File: src/rtl/acia_pkg.sv
// Shared definitions for the ACIA transmit and receive paths: FSM state
// encoding, parity-select codes, data-width offset and small decode helpers.
package acia_pkg;

    // Transmit FSM states.
    typedef enum logic [2:0] {
        IDLE   = 3'd0,
        START  = 3'd1,
        DATA   = 3'd2,
        PARITY = 3'd3,
        STOP   = 3'd4
    } tx_state_e;

    // cfg_par codes; 2'b11 also means no parity.
    localparam logic [1:0] PAR_NONE = 2'b00;
    localparam logic [1:0] PAR_EVEN = 2'b01;
    localparam logic [1:0] PAR_ODD  = 2'b10;

    // cfg_bits encodes the data width minus this offset.
    localparam int unsigned DATA_BITS_OFS = 5;

    // Index of the last data bit of a frame for a given cfg_bits code.
    function automatic logic [2:0] last_data_idx(input logic [1:0] bits);
        return 3'(DATA_BITS_OFS - 1) + 3'(bits);
    endfunction

    // True when the parity code asks for a parity bit.
    function automatic logic par_enabled(input logic [1:0] par);
        return (par == PAR_EVEN) || (par == PAR_ODD);
    endfunction

endpackage

File: src/rtl/acia_fifo.sv
// Synchronous FIFO shared by the ACIA transmit and receive sides.
// Show-ahead read: dout presents the head entry while empty=0.
// Ports:
//   clk, reset_n  clock, synchronous active-low reset (empties the FIFO)
//   push, din     write strobe and data; ignored while full
//   pop, dout     read strobe and head data; ignored while empty
//   full, empty   occupancy flags decoded from the level register
//   level         number of stored entries, 0..DEPTH
// DEPTH must be a power of two so the pointers wrap naturally.
module acia_fifo #(
    parameter int unsigned DEPTH = 16,
    parameter int unsigned WIDTH = 8
) (
    input  logic                     clk,
    input  logic                     reset_n,
    input  logic                     push,
    input  logic                     pop,
    input  logic [WIDTH-1:0]         din,
    output logic [WIDTH-1:0]         dout,
    output logic                     full,
    output logic                     empty,
    output logic [$clog2(DEPTH):0]   level
);

    localparam int unsigned PTR_W = $clog2(DEPTH);
    localparam int unsigned LVL_W = PTR_W + 1;

    logic [WIDTH-1:0] mem [DEPTH];
    logic [PTR_W-1:0] wr_ptr;
    logic [PTR_W-1:0] rd_ptr;
    logic             do_push;
    logic             do_pop;

    assign do_push = push && !full;
    assign do_pop  = pop && !empty;

    // Pointer and occupancy tracking.
    always_ff @(posedge clk) begin
        if (!reset_n) begin
            wr_ptr <= '0;
            rd_ptr <= '0;
            level  <= '0;
        end else begin
            if (do_push) wr_ptr <= wr_ptr + PTR_W'(1);
            if (do_pop)  rd_ptr <= rd_ptr + PTR_W'(1);
            level <= level + LVL_W'(do_push) - LVL_W'(do_pop);
        end
    end

    // Storage; contents need no reset.
    always_ff @(posedge clk) begin
        if (do_push) mem[wr_ptr] <= din;
    end

    assign dout  = mem[rd_ptr];
    assign full  = (level == LVL_W'(DEPTH));
    assign empty = (level == '0);

endmodule

File: src/rtl/acia_tx2.sv
// ACIA transmitter: byte FIFO feeding an async-serial framer
// (start, 5..8 data bits LSB first, optional parity, 1 or 2 stop bits).
// Build option: define ACIA_TX2_PARITY_EN to include the parity bit logic;
// without it cfg_par is ignored and frames never carry a parity bit.
// Ports:
//   clk, reset_n  clock, synchronous active-low reset
//   pclk          bit-timing enable; the framer advances only when high
//   tx_dat, tx_wr byte and enqueue strobe (evaluated every clk)
//   cfg_div       bit period minus one, in pclk ticks
//   cfg_bits      data bits minus 5
//   cfg_par       00/11 none, 01 even, 10 odd
//   cfg_stop      0: one stop bit, 1: two
//   tx_serial     serial line, idle high
//   tx_busy       FIFO non-empty or frame in progress
//   tx_full       FIFO full
//   tx_level      FIFO occupancy
//   tx_ovf        sticky dropped-write flag, cleared only by reset
module acia_tx2
    import acia_pkg::*;
#(
    parameter int unsigned FIFO_DEPTH = 16,
    parameter int unsigned DIV_W      = 16
) (
    input  logic                          clk,
    input  logic                          reset_n,
    input  logic                          pclk,
    input  logic [7:0]                    tx_dat,
    input  logic                          tx_wr,
    input  logic [DIV_W-1:0]              cfg_div,
    input  logic [1:0]                    cfg_bits,
    input  logic [1:0]                    cfg_par,
    input  logic                          cfg_stop,
    output logic                          tx_serial,
    output logic                          tx_busy,
    output logic                          tx_full,
    output logic [$clog2(FIFO_DEPTH):0]   tx_level,
    output logic                          tx_ovf
);

    localparam int unsigned LVL_W = $clog2(FIFO_DEPTH) + 1;

    tx_state_e        state_q, state_d;
    logic [DIV_W-1:0] cnt_q, cnt_d;
    logic [DIV_W-1:0] div_q, div_d;
    logic [1:0]       bits_q, bits_d;
    logic             stop_q, stop_d;
    logic [7:0]       shreg_q, shreg_d;
    logic [2:0]       bit_idx_q, bit_idx_d;
    logic             stop_idx_q, stop_idx_d;
    logic             serial_d;
    logic             busy_d;
    logic             ovf_d;
    logic             load_frame;
    logic             fifo_push;
    logic             fifo_pop;
    logic             fifo_empty;
    logic [7:0]       fifo_dout;

`ifdef ACIA_TX2_PARITY_EN
    logic [1:0]       par_q, par_d;
    logic             par_acc_q, par_acc_d;
`else
    logic             unused_cfg_par;
    assign unused_cfg_par = ^cfg_par;
`endif

    // tx_full is the start-of-cycle flag, so a write into a full FIFO is
    // dropped even when the framer pops in the same cycle.
    assign fifo_push = tx_wr && !tx_full;

    acia_fifo #(
        .DEPTH (FIFO_DEPTH),
        .WIDTH (8)
    ) u_fifo (
        .clk     (clk),
        .reset_n (reset_n),
        .push    (fifo_push),
        .pop     (fifo_pop),
        .din     (tx_dat),
        .dout    (fifo_dout),
        .full    (tx_full),
        .empty   (fifo_empty),
        .level   (tx_level)
    );

    // Next-state and output decode.
    always_comb begin
        state_d    = state_q;
        cnt_d      = cnt_q;
        div_d      = div_q;
        bits_d     = bits_q;
        stop_d     = stop_q;
        shreg_d    = shreg_q;
        bit_idx_d  = bit_idx_q;
        stop_idx_d = stop_idx_q;
        serial_d   = tx_serial;
        fifo_pop   = 1'b0;
        load_frame = 1'b0;
        ovf_d      = tx_ovf || (tx_wr && tx_full);
`ifdef ACIA_TX2_PARITY_EN
        par_d      = par_q;
        par_acc_d  = par_acc_q;
`endif

        if (pclk) begin
            if (state_q == IDLE) begin
                load_frame = !fifo_empty;
            end else if (cnt_q != '0) begin
                cnt_d = cnt_q - DIV_W'(1);
            end else begin
                // Bit boundary: reload the period and move to the next bit.
                cnt_d = div_q;
                case (state_q)
                    START: begin
                        state_d   = DATA;
                        serial_d  = shreg_q[0];
                        shreg_d   = {1'b0, shreg_q[7:1]};
                        bit_idx_d = '0;
`ifdef ACIA_TX2_PARITY_EN
                        par_acc_d = shreg_q[0];
`endif
                    end
                    DATA: begin
                        if (bit_idx_q == last_data_idx(bits_q)) begin
                            state_d    = STOP;
                            serial_d   = 1'b1;
                            stop_idx_d = 1'b0;
`ifdef ACIA_TX2_PARITY_EN
                            if (par_enabled(par_q)) begin
                                state_d  = PARITY;
                                serial_d = par_acc_q ^ (par_q == PAR_ODD);
                            end
`endif
                        end else begin
                            serial_d  = shreg_q[0];
                            shreg_d   = {1'b0, shreg_q[7:1]};
                            bit_idx_d = bit_idx_q + 3'd1;
`ifdef ACIA_TX2_PARITY_EN
                            par_acc_d = par_acc_q ^ shreg_q[0];
`endif
                        end
                    end
`ifdef ACIA_TX2_PARITY_EN
                    PARITY: begin
                        state_d    = STOP;
                        serial_d   = 1'b1;
                        stop_idx_d = 1'b0;
                    end
`endif
                    STOP: begin
                        if (stop_q && !stop_idx_q) begin
                            stop_idx_d = 1'b1;
                        end else if (!fifo_empty) begin
                            load_frame = 1'b1;
                        end else begin
                            state_d  = IDLE;
                            serial_d = 1'b1;
                        end
                    end
                    default: begin
                        state_d  = IDLE;
                        serial_d = 1'b1;
                    end
                endcase
            end

            // Pop a byte and freeze the configuration for the whole frame.
            if (load_frame) begin
                fifo_pop = 1'b1;
                state_d  = START;
                serial_d = 1'b0;
                cnt_d    = cfg_div;
                div_d    = cfg_div;
                bits_d   = cfg_bits;
                stop_d   = cfg_stop;
                shreg_d  = fifo_dout;
`ifdef ACIA_TX2_PARITY_EN
                par_d    = cfg_par;
`endif
            end
        end

        // Busy when a frame continues or the FIFO still holds data after this edge.
        busy_d = (state_d != IDLE) || fifo_push || (tx_level > LVL_W'(fifo_pop));
    end

    // State and output registers.
    always_ff @(posedge clk) begin
        if (!reset_n) begin
            state_q    <= IDLE;
            cnt_q      <= '0;
            div_q      <= '0;
            bits_q     <= '0;
            stop_q     <= 1'b0;
            shreg_q    <= '0;
            bit_idx_q  <= '0;
            stop_idx_q <= 1'b0;
            tx_serial  <= 1'b1;
            tx_busy    <= 1'b0;
            tx_ovf     <= 1'b0;
`ifdef ACIA_TX2_PARITY_EN
            par_q      <= PAR_NONE;
            par_acc_q  <= 1'b0;
`endif
        end else begin
            state_q    <= state_d;
            cnt_q      <= cnt_d;
            div_q      <= div_d;
            bits_q     <= bits_d;
            stop_q     <= stop_d;
            shreg_q    <= shreg_d;
            bit_idx_q  <= bit_idx_d;
            stop_idx_q <= stop_idx_d;
            tx_serial  <= serial_d;
            tx_busy    <= busy_d;
            tx_ovf     <= ovf_d;
`ifdef ACIA_TX2_PARITY_EN
            par_q      <= par_d;
            par_acc_q  <= par_acc_d;
`endif
        end
    end

endmodule

File: config.mk
export PLATFORM = sky130hd
export DESIGN_NAME = acia_tx2
export DESIGN_NICKNAME = d
export VERILOG_FILES = /design/src/rtl/acia_pkg.sv /design/src/rtl/acia_fifo.sv /design/src/rtl/acia_tx2.sv
export SDC_FILE = /design/constraint.sdc
export NUM_CORES = 1
export LEC_CHECK = 0
export CAP_MARGIN = 15
export CORE_AREA = 2 2 145 252
export DETAILED_ROUTE_END_ITERATION = 10
export DIE_AREA = 0 0 147 254
export DONT_BUFFER_PORTS = 1
export SETUP_SLACK_MARGIN = 0.2
export SLEW_MARGIN = 30
export SYNTH_ARGS = -nofsm -noshare
export SYNTH_HDL_FRONTEND = slang
export SYNTH_HIERARCHICAL = 1
export SYNTH_SLANG_ARGS = --single-unit
File: constraint.sdc
create_clock -name clk -period 5.1 [get_ports clk]
set_input_delay 0.255 -clock clk [delete_from_list [all_inputs] [get_ports clk]]
set_output_delay 0.255 -clock clk [all_outputs]
set_load 0.01 [all_outputs]
=== Word level (Yosys, flattened, before mapping) ===
Memories as Yosys holds them, arrays and structs flattened. A register that Yosys moved wholly into a read port is not among the register bits.
Cells that the tools add are included.

* Add/sub/neg operators: 7
* Magnitude comparators: 1
* Eq/ne operators: 13
* Multiplexer cells: 40
* Bitwise logic cells: 2
* Reduce and logical (&&, ||, !) cells: 24

{| class="wikitable"
|+ Operator list
! cell !! count
|-
| 2-to-1 mux 16 bit || 3
|-
| 2-to-1 mux 8 bit || 4
|-
| 2-to-1 mux 3 bit || 8
|-
| 2-to-1 mux 1 bit || 18
|-
| one-hot mux 8 bit (2 select lines) || 1
|-
| nonzero test 16 bit || 1
|-
| subtractor 16 x 1 -> 16 bit, second input constant || 1
|-
| AND reduction 5 bit || 3
|-
| inequality test 3 bit, second input constant || 3
|-
| one-hot mux 3 bit (3 select lines) || 1
|-
| adder 4 x 1 -> 4 bit, second input constant || 2
|-
| 2-to-1 mux 4 bit || 2
|-
| inequality test 2 bit, second input constant || 3
|-
| one-hot mux 3 bit (2 select lines) || 1
|-
| AND reduction 6 bit || 1
|-
| nonzero test 3 bit || 2
|-
| adder 5 x 1 -> 5 bit || 1
|-
| equality test 5 bit, second input constant || 1
|-
| > comparator 5 x 1 -> 1 bit || 1
|-
| logical AND 1 bit || 5
|-
| logical NOT 5 bit || 1
|-
| subtractor 5 x 1 -> 5 bit || 1
|-
| inequality test 2 x 1 -> 1 bit, second input constant || 2
|-
| AND reduction 2 bit || 2
|-
| 13 further kinds || 19
|}

* Register bits after elaboration: 66
* Bits in writable memories: 128
* Input port bits: 33
* Memories: 1

{| class="wikitable"
|+ Memories
! name !! words !! width !! read ports !! clocked after Yosys merged registers in !! write ports !! line !! source
|-
| u_fifo.mem || 16 || 8 || 1 || 1 || 1 || acia_fifo.sv:28 || <nowiki>logic [WIDTH-1:0] mem [DEPTH];</nowiki>
|}

=== Longest topological paths before layout ===
Gate-level depths: netlist (run 1).

* Depth in word-level cells: 12
* Depth in mapped cells: 18
* Mapped depth without buffers: 17

=== Hierarchy ===
Netlist (run 1), hierarchy kept.

{| class="wikitable"
|+ By module, submodules not included
! module !! times used !! cells an instance !! area an instance (um^2) !! seq. area each (um^2)
|-
| acia_fifo || 1 || 306 || 5831.8 || 4184.0
|-
| acia_tx2 || 1 || 331 || 2876.5 || 1061.0
|}

=== Worst setup path before layout (run 1) ===
OpenSTA, ideal clock, no wires.

* Path kind: register to register
* Start point: reg u_fifo.level[2]
* End point: reg u_fifo.level[4]
* Arrival: 3585 ps
* Required time: 4984 ps
* Setup slack: 1399 ps
* Stages on the path, launching flop included: 19
* Path through: dfxtp_1 -> inv_1 -> ha_1 -> or4b_4 -> inv_1 -> or3_1 -> a31o_2 -> a211oi_4 -> buf_6 -> nand2_1 -> inv_1 -> ha_1 -> inv_1 -> ha_1 -> fa_1 -> a21oi_1 -> nor2_1 -> or3_1 -> and3_1

* Word-level cells in the longest chain between the ends: 11
* Elaborated cells between the ends (all ways): 17
* Classes of those cells: add/sub (2); eq/ne (1); mux (8); reduce/logical (6)

{| class="wikitable"
|+ RTL lines
! item !! line !! source
|-
| start, declared || acia_fifo.sv:22 || <nowiki>output logic [$clog2(DEPTH):0] level</nowiki>
|-
| start signal, assigned || acia_fifo.sv:46 || <nowiki>level <= level + LVL_W'(do_push) - LVL_W'(do_pop);</nowiki>
|-
| logical NOT 5 bit * || acia_fifo.sv:57 || <nowiki>assign empty = (level == '0);</nowiki>
|-
| named net fifo_empty || acia_tx2.sv:56 || <nowiki>logic fifo_empty;</nowiki>
|-
| 2-to-1 mux 1 bit || acia_tx2.sv:153 || <nowiki>end else if (!fifo_empty) begin</nowiki>
|-
| 2-to-1 mux 1 bit || acia_tx2.sv:151 || <nowiki>if (stop_q && !stop_idx_q) begin</nowiki>
|-
| 2-to-1 mux 1 bit || acia_tx2.sv:113 || <nowiki>case (state_q)</nowiki>
|-
| 2-to-1 mux 1 bit || acia_tx2.sv:108 || <nowiki>end else if (cnt_q != '0) begin</nowiki>
|-
| 2-to-1 mux 1 bit * || acia_tx2.sv:106 || <nowiki>if (state_q == IDLE) begin</nowiki>
|-
| 2-to-1 mux 1 bit * || acia_tx2.sv:105 || <nowiki>if (pclk) begin</nowiki>
|-
| 2-to-1 mux 1 bit * || acia_tx2.sv:168 || <nowiki>if (load_frame) begin</nowiki>
|-
| 2-to-1 mux 1 bit * || acia_tx2.sv:105 ||
|-
| named net fifo_pop || acia_tx2.sv:55 || <nowiki>logic fifo_pop;</nowiki>
|-
| logical AND 1 bit * || acia_fifo.sv:35 || <nowiki>assign do_pop = pop && !empty;</nowiki>
|-
| subtractor 5 x 1 -> 5 bit * || acia_fifo.sv:46 ||
|}

Mark *: on every way through the listed nets, which the timed path passes. The rest lies on a longest branch. The select of a mux whose other input is x is not followed.
A chain may end at the register's enable or synchronous reset.

=== Final worst setup path (run 1) ===
* Start point: reg u_fifo.level[3]
* End point: reg u_fifo.level[4]

* Word-level cells in the longest chain between the ends: 11
* Elaborated cells between the ends (all ways): 17
* Classes of those cells: add/sub (2); eq/ne (1); mux (8); reduce/logical (6)

{| class="wikitable"
|+ RTL lines
! item !! line
|-
| logical NOT 5 bit * || acia_fifo.sv:57
|-
| named net fifo_empty || acia_tx2.sv:56
|-
| 2-to-1 mux 1 bit || acia_tx2.sv:153
|-
| 2-to-1 mux 1 bit || acia_tx2.sv:151
|-
| 2-to-1 mux 1 bit || acia_tx2.sv:113
|-
| 2-to-1 mux 1 bit || acia_tx2.sv:108
|-
| 2-to-1 mux 1 bit || acia_tx2.sv:106
|-
| 2-to-1 mux 1 bit || acia_tx2.sv:105
|-
| 2-to-1 mux 1 bit || acia_tx2.sv:168
|-
| 2-to-1 mux 1 bit || acia_tx2.sv:105
|-
| logical AND 1 bit * || acia_fifo.sv:35
|-
| subtractor 5 x 1 -> 5 bit * || acia_fifo.sv:46
|}

Marks and branches as above.

==> impl_metrics.csv, run 1 <==
group,metric,value,unit
setup_path,crit_path_max_incr_delay,0.45,ns
power,powerDensity,508,mW/mm^2
power,p_int,3.35,mW
synthesis,synth-warning-count,6,
setup_path,cp_num_buf_inv,4,
timing,finalHoldViolCount,0,
synthesis,synth_area_leaders,"edfxtp_1 (44%), dfxtp_1 (16%), mux4_2 (4.7%)",
timing,final_max_slew_viol_count,0,
floorplan,dieHeight,254,um
clock_tree,insertion_delay,0.44,ns
power,p_sw,1.76,mW
routing,viasPerCell,4.64,
timing,fmax,0.255,GHz
setup_path,crit_type,"register to register",
synthesis,synthFlopType,"edfxtp_1",
timing,fin_crit_sh,0.770,
power,switching_share,0.345,
job,maxCapViolations,0,
setup_path,cp-start-kind,"register",
clock_tree,cts_root_buf,"clkbuf_16",
synthesis,synth_nets,685,
synthesis,yosysTopAreaCell,"edfxtp_1",
timing,hold_slack,0.0141,ns
run_status,status,"complete, no violations",
global_routing,grt_pass1_wl,30400,um
final_layout,syn_to_final_growth,15.6,%
setup_path,crit_arrival,4.27,ns
floorplan,pin_count,42,
synthesis,netlist_area,0.00871,mm^2
routing,first_pass_iters,4,
setup_path,worstPathMaxFanout,12,
global_routing,grt_pass1_vias,5388,
routing,wl_per_cell,16.9,um
placed_design,port_buffers,0,
worst_hold_path,hold_class,"input port to register",
placed_design,gp_congestion,0.759,
final_layout,mostFrequentLayoutCells,"edfxtp_1 (128), dfxtp_1 (68), nor2_1 (44), nand2_1 (31), dlygate4sd3_1 (28)",
synthesis,async_reset_ff_frac,0,
final_layout,drive_gt1_frac,0.122,
clock_tree,cts_sinks,198,
timing,grt_setup_unrepaired,"false",
synthesis,synth_edf_count,128,
timing,setup_viol,0,
power,power_frac_seq,0.416,
synthesis,ys_types,68,
routing,drtAntennaViolNets,0,
timing,clock_skew,0.00926,ns
timing,min_period,3.93,ns
timing,relSlewSlack,0.353,
clock_tree,cts_tree,"yes",
setup_path,cp_top_family,"simple AND/OR/NAND/NOR gates",
clock_tree,cts_setup_buffers,0,
routing,dr_total_vias,5280,
synthesis,synth-seq-area-share,0.602,
floorplan,dieWidth,147,um
clock_tree,cts_buffer_depth,2,
floorplan,start_util,0.247,
clock_tree,path_clk_slew,0.08,ns
synthesis,synth_cells,637,
clock_tree,htree_levels,4,
global_routing,antenna_found_initial,2,
setup_path,cp-end-kind,"register",
setup_path,slowest_stage,"dfxtp_1",
synthesis,ys_ff_latch,198,
routing,drt_first_iter_violations,305,
routing,wl,19200,um
global_routing,overflow,0,
timing,tns,0,ns
power,p_leak,3.33,nW
power,pwr-share-clk,0.266,
floorplan,rows,91,
power,ir_drop,0.265,mV
global_routing,grt_max_degree,35,
floorplan,die-area,0.0373,mm^2
setup_path,required,5.44,ns
clock_tree,cts_buffers,17,
global_routing,grt_usage,0.106,
setup_path,path_cells,"inv_1 > ha_1 > or4b_4 > inv_1 > or3_1 > a31o_2 > a211oi_4 > nand2_1 > inv_1 > ha_1 > inv_1 > ha_1 > fa_1 > a21oi_1 > nor2_1 > or3_1 > and3_1",
final_layout,layout.nets,706,
synthesis,synth_top_area_frac,0.441,
placed_design,dp_hpwl,13100,um
synthesis,synth_area_per_cell,13.7,um^2
final_layout,layout_commonest_cell,"edfxtp_1",
timing,tightest_slew,0.967,ns
setup_path,crit_top_cell,"inv_1",
routing,drc,0,
floorplan,coreArea,0.0353,mm^2
power,share_comb_of_total_power,0.318,
==> what timing repair did <==
item	CTS	global route
hold buffers	29	0
resized for setup	0	0
endpoints found under the hold margin	183	0
==> per-stage QoR <==
step | worst slack [ns] | util | instances | cell area (um^2) | total power, mW
after global placement | 1.21 | 0.260 | 1075 | 9170 | 3.73
after detailed placement | 1.22 | 0.260 | 1075 | 9170 | 3.76
after floorplan | 1.40 | - | 637 | 8710 | 3.43
final | 1.17 | 0.285 | 1137 | 10100 | 5.12
after global routing | 0.928 | 0.285 | 1137 | 10100 | 5.42
after CTS | 1.18 | 0.285 | 1136 | 10100 | 5.16
==> path summary, 6_finish.rpt <==
path / startpoint / to / slack, ns / depth (start not counted)
worst max-delay path: u_fifo/level[3] / u_fifo/level[4] / 1.17 / 17
worst min-delay path: cfg_div[5] / cnt_q[5] / 0.01 / 2
worst max register to register: u_fifo/level[3] / u_fifo/level[4] / 1.17 / 17
worst min register to register: shreg_q[7] / shreg_q[7] / 0.49 / 2
==> synth_stat cells (all sizes together), types with 7 or more instances <==
library cell  instances
clkbuf               13
a311oi                8
a31oi                10
and2                 21
nor4                  7
mux2i                27
a21oi                24
buf                  20
xnor2                12
edfxtp              128
a22oi                16
inv                  23
ha                   14
dfxtp                70
nand2                32
nand3                17
o211ai                8
nor2                 44
mux4                 32
o21ai                20
==> kinds of logic (layout without fill, tap and decap cells) <==
| group | count (synthesis) | count (layout) | share of synthesized area |
|---|---|---|---|
| DFF | 198 | 198 | 0.602 |
| and+or+nand+nor | 164 | 164 | 0.103 |
| AOI/OAI and AO/OA | 122 | 122 | 0.0977 |
| muxes | 60 | 60 | 0.121 |
| buffers and inverters | 60 | 94 | 0.0355 |
| xor gates and xnor gates | 18 | 18 | 0.0181 |
| adders and majority gates | 15 | 15 | 0.0224 |
| other | 0 | 1 | 0 |
==> area by class of cell <==
type / count / area [um^2]
fillers: 3563 / 25200
repair buffers: 38 / 368
diodes: 1 / 2.50
clock buffers: 17 / 425
clock inverters: 15 / 168
flip-flops and latches: 198 / 5250
well taps: 465 / 582
inverters: 24 / 90.1
multi-input cells: 379 / 3180
==> flip-flops by register name, summed over array words and instances (netlist names), 2 cells and up, named ones only <==
signal         cells
u_fifo/level       5
u_fifo/rd_ptr      4
state_q            3
cnt_q             16
div_q             16
bits_q             2
shreg_q            8
u_fifo/wr_ptr      4
bit_idx_q          3
u_fifo/mem       128
==> power groups by stage <==
stage          clock (mW)  sequential [mW]  combinational [mW]
4_1_cts              1.39             2.13                1.64
3_3_place_gp            0             2.16                1.57
3_5_place_dp            0             2.17                1.59
2_1_floorplan           0             2.07                1.35
5_1_grt              1.44             2.16                1.83
6_report             1.36             2.13                1.63
==> per-layer routing <==
metal  share of wire  global-route usage  routed length [um]
met2            0.55               0.199               10600
met4           0.021              0.0459                 399
met5         0.00068                   0                  13
met1            0.39               0.112                7480
met3           0.037              0.0237                 709
(Power assumes the default switching activity.)
==> inputs of run 2 (changes only) <==
==> constraint.sdc (replaced) <==
create_clock -name clk -period 3.8 [get_ports clk]
set_input_delay 0.19 -clock clk [delete_from_list [all_inputs] [get_ports clk]]
set_output_delay 0.19 -clock clk [all_outputs]
set_load 0.01 [all_outputs]
==> run 2 against run 1 <==
  * Sequential share of layout area fell by 0.35 points
  * Power rose by 35%
  * Via count fell by 0.19%
  * Register-to-register slack got worse by 0.81 ns
  * Clock skew rose by 0.0045 ns
==> impl_metrics.csv, run 2 (synthesis results as in run 1) <==
group,metric,value,unit
run_status,status,"complete, no violations",
timing,finalHoldViolCount,0,
clock_tree,insertion_delay,0.44,ns
setup_path,worstPathMaxFanout,5,
setup_path,startpoint,"u_fifo/level[2]",
placed_design,dp_hpwl,13300,um
timing,relSlewSlack,0.388,
timing,min_period,3.44,ns
clock_tree,htree_levels,4,
clock_tree,path_clk_slew,0.07,ns
final_layout,largest-register,"u_fifo/mem",
final_layout,finalCoreUtilization,0.288,
clock_tree,cts_buffers,17,
final_layout,fillCellCount,3618,
power,p_int,4.53,mW
timing,fmax,0.291,GHz
routing,drt_first_iter_violations,286,
final_layout,syn_to_final_growth,16.5,%
clock_tree,cts_root_buf,"clkbuf_16",
power,share_comb_of_total_power,0.336,
routing,drc,0,
global_routing,overflow,0,
power,power_frac_seq,0.412,
routing,dr_total_vias,5270,
setup_path,required,4.13,ns
setup_path,path_cells,"inv_1 > ha_1 > or4b_4 > inv_2 > or3_1 > a31o_2 > a211oi_4 > nand2_2 > inv_1 > ha_1 > inv_1 > ha_2 > fa_2 > a21oi_2 > nor2_1 > or3_1 > and3_1",
final_layout,layout.nets,718,
timing,tns,0,ns
power,powerDensity,681,mW/mm^2
floorplan,dieWidth,147,um
timing,fin_crit_sh,0.906,
setup_path,cp-start-kind,"register",
timing,final_max_slew_viol_count,0,
floorplan,die-area,0.0373,mm^2
power,fin_total_pwr,6.91,mW
global_routing,antenna_found_initial,0,
final_layout,reg_top3,"u_fifo/mem: 128 flops, cnt_q: 16 flops, div_q: 16 flops",
power,p_sw,2.39,mW
final_layout,largest_register_ffs,128,
timing,clock_skew,0.0137,ns
floorplan,coreArea,0.0353,mm^2
routing,wl_per_cell,16.7,um
final_layout,n_antenna_cell,0,
final_layout,layout_commonest_cell,"edfxtp_1",
routing,first_pass_iters,4,
setup_path,cp_num_buf_inv,4,
power,pwr-share-clk,0.252,
power,switching_share,0.345,
floorplan,pin_count,42,
routing,drtAntennaViolNets,0,
job,maxCapViolations,0,
setup_path,cp_top_family,"simple AND/OR/NAND/NOR gates",
clock_tree,cts_buffer_depth,2,
floorplan,dieHeight,254,um
power,p_leak,3.37,nW
timing,grt_setup_unrepaired,"false",
setup_path,r2r_start,"u_fifo/level[2]",
setup_path,crit_type,"register to register",
power,ir_drop,0.330,mV
worst_hold_path,hold_class,"input port to register",
routing,wl,19200,um
setup_path,cp-end-kind,"register",
setup_path,crit_top_cell,"inv_1",
timing,setup_viol,0,
global_routing,grt_pass1_wl,30100,um
clock_tree,cts_tree,"yes",
global_routing,grt_usage,0.106,
floorplan,start_util,0.247,
clock_tree,cts_sinks,198,
final_layout,mostFrequentLayoutCells,"edfxtp_1 (128), dfxtp_1 (66), nor2_1 (44), nand2_1 (30), dlygate4sd3_1 (29)",
worst_hold_path,worstHoldStart,"reset_n",
final_layout,drive_gt1_frac,0.146,
timing,tightest_slew,0.915,ns
setup_path,crit_path_max_incr_delay,0.39,ns
setup_path,slowest_stage,"fa_2",
placed_design,gp_congestion,0.767,
global_routing,grt_pass1_vias,5396,
routing,viasPerCell,4.59,
setup_path,crit_arrival,3.77,ns
placed_design,port_buffers,0,
global_routing,grt_max_degree,37,
floorplan,rows,91,
==> run 2: path summary, 6_finish.rpt <==
kind,to,slack [ns],cells after the start
worst max-delay path,u_fifo/level[4],0.36,17
worst min-delay path,tx_serial,0.01,2
worst max register to register,u_fifo/level[4],0.36,17
worst min register to register,bit_idx_q[1],0.49,2
==> run 2: stage by stage <==
| stage | hold WS (ns) | setup WS (ns) | std cells | cell area [um^2] |
|---|---|---|---|---|
| 3_3_place_gp | 0.281 | 0.268 | 1083 | 9230 |
| 2_1_floorplan | 0.289 | 0.208 | 637 | 8710 |
| 3_5_place_dp | 0.286 | 0.265 | 1083 | 9230 |
| 4_1_cts | 0.000148 | 0.217 | 1145 | 10100 |
| 6_report | 0.0111 | 0.359 | 1148 | 10100 |
| 5_1_grt | 0.0221 | 0.195 | 1148 | 10100 |
==> run 2: worst reg2reg max path, stage by stage (launching register included) <==
cell,delay [ns]
dfxtp_4,0.38
inv_1,0.07
ha_1,0.21
or4b_4,0.23
inv_2,0.06
or3_1,0.30
a31o_2,0.25
a211oi_4,0.25
nand2_2,0.10
inv_1,0.06
ha_1,0.11
inv_1,0.04
ha_2,0.18
fa_2,0.39
a21oi_2,0.14
nor2_1,0.06
or3_1,0.33
and3_1,0.18
==> run 2: power groups by stage <==
stage                     registers, mW  clock network (mW)  logic (mW)
final                              2.85                1.74        2.33
after global routing               2.89                1.85        2.60
after CTS                          2.85                1.79        2.30
after detailed placement           2.90                   0        2.23
after global placement             2.89                   0        2.21
after floorplan                    2.78                   0        1.81
==> run 2: layout make-up <==
class	count	area, um^2	area share
flip-flops and latches	198	5260	0.518
repair buffers	50	460	0.0454
inverters	24	90.1	0.00888
clock inverters	15	141	0.0139
well taps	465	582	0.0573
clock buffers	17	425	0.0419
multi-input cells	379	3190	0.315
==> run 2: routing by layer <==
layer	vias to the layer above	track usage	wire (um)	part of all wire
met5	-	0	0	0
met4	0	0.0522	537	0.028
met3	35	0.0230	646	0.034
met2	103	0.197	10600	0.55
met1	2616	0.112	7360	0.38
li1	2516	-	-	-
==> run 2: what timing repair did <==
item                                    CTS  global route
hold buffers                             30             0
resized for setup                         0             7
buffers inserted                          0             3
endpoints found under the setup margin    0             1
endpoints found under the hold margin   186             0
==> inputs of run 3 (changes only) <==
--- a/config.mk
+++ b/config.mk
@@ -6,10 +6,11 @@
 export NUM_CORES = 1
 export LEC_CHECK = 0
 export CAP_MARGIN = 15
-export CORE_AREA = 2 2 145 252
+export CORE_AREA = 2 2 95 165
 export DETAILED_ROUTE_END_ITERATION = 10
-export DIE_AREA = 0 0 147 254
+export DIE_AREA = 0 0 97 167
 export DONT_BUFFER_PORTS = 1
+export PLACE_DENSITY = 0.74
 export SETUP_SLACK_MARGIN = 0.2
 export SLEW_MARGIN = 30
 export SYNTH_ARGS = -nofsm -noshare
==> constraint.sdc (replaced) <==
create_clock -name clk -period 3.8 [get_ports clk]
set_input_delay 0.76 -clock clk [delete_from_list [all_inputs] [get_ports clk]]
set_output_delay 0.76 -clock clk [all_outputs]
set_load 0.01 [all_outputs]
==> run 3 against run 2 <==
  * Clock skew grew 0.0022 ns
  * Wire length down 4.1%
  * Global-route usage up 13 points
  * Non-clock buffer count decreased by 29
  * Register-to-register slack improved by 0.04 ns
  * Highest routed layer unchanged
  * Combinational power is essentially flat
  * Sequential cell count stayed put
==> impl_metrics.csv, run 3 (synthesis results as in run 1) <==
group,metric,value,unit
run_status,status,"complete, no violations",
floorplan,pin_count,42,
floorplan,dieHeight,167,um
power,p_sw,2.53,mW
worst_hold_path,worstHoldStart,"tx_dat[1]",
routing,wl,18400,um
power,p_int,4.51,mW
placed_design,place_inst,804,
final_layout,layout_commonest_cell,"edfxtp_1",
routing,drc,0,
worst_hold_path,whs_path_depth,0,
routing,first_pass_iters,4,
timing,min_period,3.40,ns
placed_design,gp_congestion,0.906,
clock_tree,path_clk_slew,0.08,ns
final_layout,mostFrequentLayoutCells,"edfxtp_1 (128), dfxtp_1 (67), nor2_1 (44), nand2_1 (30), mux2i_1 (27)",
floorplan,rows,59,
power,pwr-share-clk,0.266,
timing,clock_skew,0.0159,ns
final_layout,drive_gt1_frac,0.148,
power,ir_drop,0.417,mV
final_layout,largest_register_ffs,128,
placed_design,dp_hpwl,12800,um
global_routing,antenna_found_initial,0,
setup_path,cp-end-kind,"register",
setup_path,rr_worst_depth,17,
final_layout,n_antenna_cell,0,
routing,dr_total_vias,5362,
power,switching_share,0.359,
final_layout,largest-register,"u_fifo/mem",
routing,drtAntennaViolNets,0,
setup_path,r2r_start,"u_fifo/level[2]",
global_routing,overflow,0,
floorplan,die-area,0.0162,mm^2
timing,fin_crit_sh,0.896,
setup_path,startpoint,"u_fifo/level[2]",
floorplan,coreArea,0.0148,mm^2
setup_path,worstPathMaxFanout,5,
routing,wl_per_cell,21.9,um
power,powerDensity,737,mW/mm^2
clock_tree,htree_levels,4,
routing,drt_first_iter_violations,304,
routing,viasPerCell,6.41,
timing,finalHoldViolCount,0,
timing,final_max_slew_viol_count,0,
final_layout,syn_to_final_growth,9.74,%
power,share_comb_of_total_power,0.333,
global_routing,grt_pass1_wl,29200,um
timing,setup_viol,0,
final_layout,layout.nets,689,
final_layout,reg_top3,"u_fifo/mem: 128 flops, cnt_q: 16 flops, div_q: 16 flops",
final_layout,ff_latch_area,0.00525,mm^2
floorplan,start_util,0.587,
global_routing,grt_max_degree,39,
setup_path,crit_arrival,3.74,ns
power,p_leak,3.28,nW
worst_hold_path,hold_class,"input port to register",
placed_design,port_buffers,0,
final_layout,fillCellCount,1079,
power,fin_total_pwr,7.04,mW
timing,fmax,0.294,GHz
setup_path,cp-start-kind,"register",
power,power_frac_seq,0.401,
clock_tree,insertion_delay,0.43,ns
global_routing,grt_usage,0.234,
final_layout,final_cell_area,0.00956,mm^2
timing,tns,0,ns
final_layout,multiInputGateArea,0.00318,mm^2
clock_tree,cts_sinks,198,
clock_tree,cts_buffer_depth,2,
timing,grt_setup_unrepaired,"false",
clock_tree,cts_root_buf,"clkbuf_16",
final_layout,final_cells,837,
placed_design,place_area,0.00888,mm^2
clock_tree,cts_buffers,17,
timing,relSlewSlack,0.404,
clock_tree,cts_tree,"yes",
timing,tightest_slew,0.891,ns
global_routing,grt_pass1_vias,5502,
job,maxCapViolations,0,
setup_path,crit_type,"register to register",
floorplan,dieWidth,97,um
setup_path,required,4.13,ns
==> run 3: power groups by stage <==
stage	Combinational (mW)	Clock, mW	Sequential, mW
5_1_grt	2.57	1.99	2.86
3_5_place_dp	2.27	0	2.87
3_3_place_gp	2.19	0	2.86
2_1_floorplan	1.81	0	2.78
4_1_cts	2.30	1.90	2.82
6_report	2.34	1.87	2.83
==> run 3: through the flow <==
stage | setup WS [ns] | utilization | hold slack (ns)
final | 0.396 | 0.644 | 0.415
after floorplan | 0.208 | - | 0.453
after detailed placement | 0.268 | 0.598 | 0.475
after CTS | 0.225 | 0.642 | 0.403
after global placement | 0.312 | 0.598 | 0.473
after global routing | 0.218 | 0.644 | 0.390
==> run 3: routing by layer <==
layer,GRT usage,part of all wire,vias to the layer above,wire [um]
li1,-,-,2462,-
met1,0.246,0.35,2711,6480
met5,0,0,-,0
met4,0.0900,0.029,0,539
met2,0.455,0.58,150,10700
met3,0.0390,0.036,39,655
==> run 3: critical path, stage by stage, from the launching register on <==
cell      delay [ns]
dfxtp_4         0.38
inv_1           0.07
ha_2            0.18
or4b_4          0.23
inv_2           0.06
or3_1           0.32
a31o_4          0.23
a211oi_4        0.23
nand2_2         0.12
inv_2           0.06
ha_1            0.11
inv_1           0.05
ha_2            0.19
fa_2            0.39
a21oi_2         0.14
nor2_1          0.06
or3_1           0.33
and3_1          0.18
==> run 3: cell type report <==
cell class | count | share of cell area
flip-flops and latches | 198 | 0.550
multi-input cells | 379 | 0.333
clock buffers | 17 | 0.0445
well taps | 183 | 0.0240
clock inverters | 15 | 0.0230
repair buffers | 21 | 0.0165
inverters | 24 | 0.00943
==> run 3: what timing repair did <==
action	in CTS	in global routing
resized for setup	0	10
hold buffers	0	0
setup endpoints to repair	0	1
setup buffers	0	1
==> run 3: path summary, 6_finish.rpt <==
check / end / slack (ns)
setup / recovery: u_fifo/level[4] / 0.40
setup reg to reg: u_fifo/level[4] / 0.40
hold / removal: u_fifo/mem[0][1] / 0.42
hold reg to reg: shreg_q[7] / 0.49
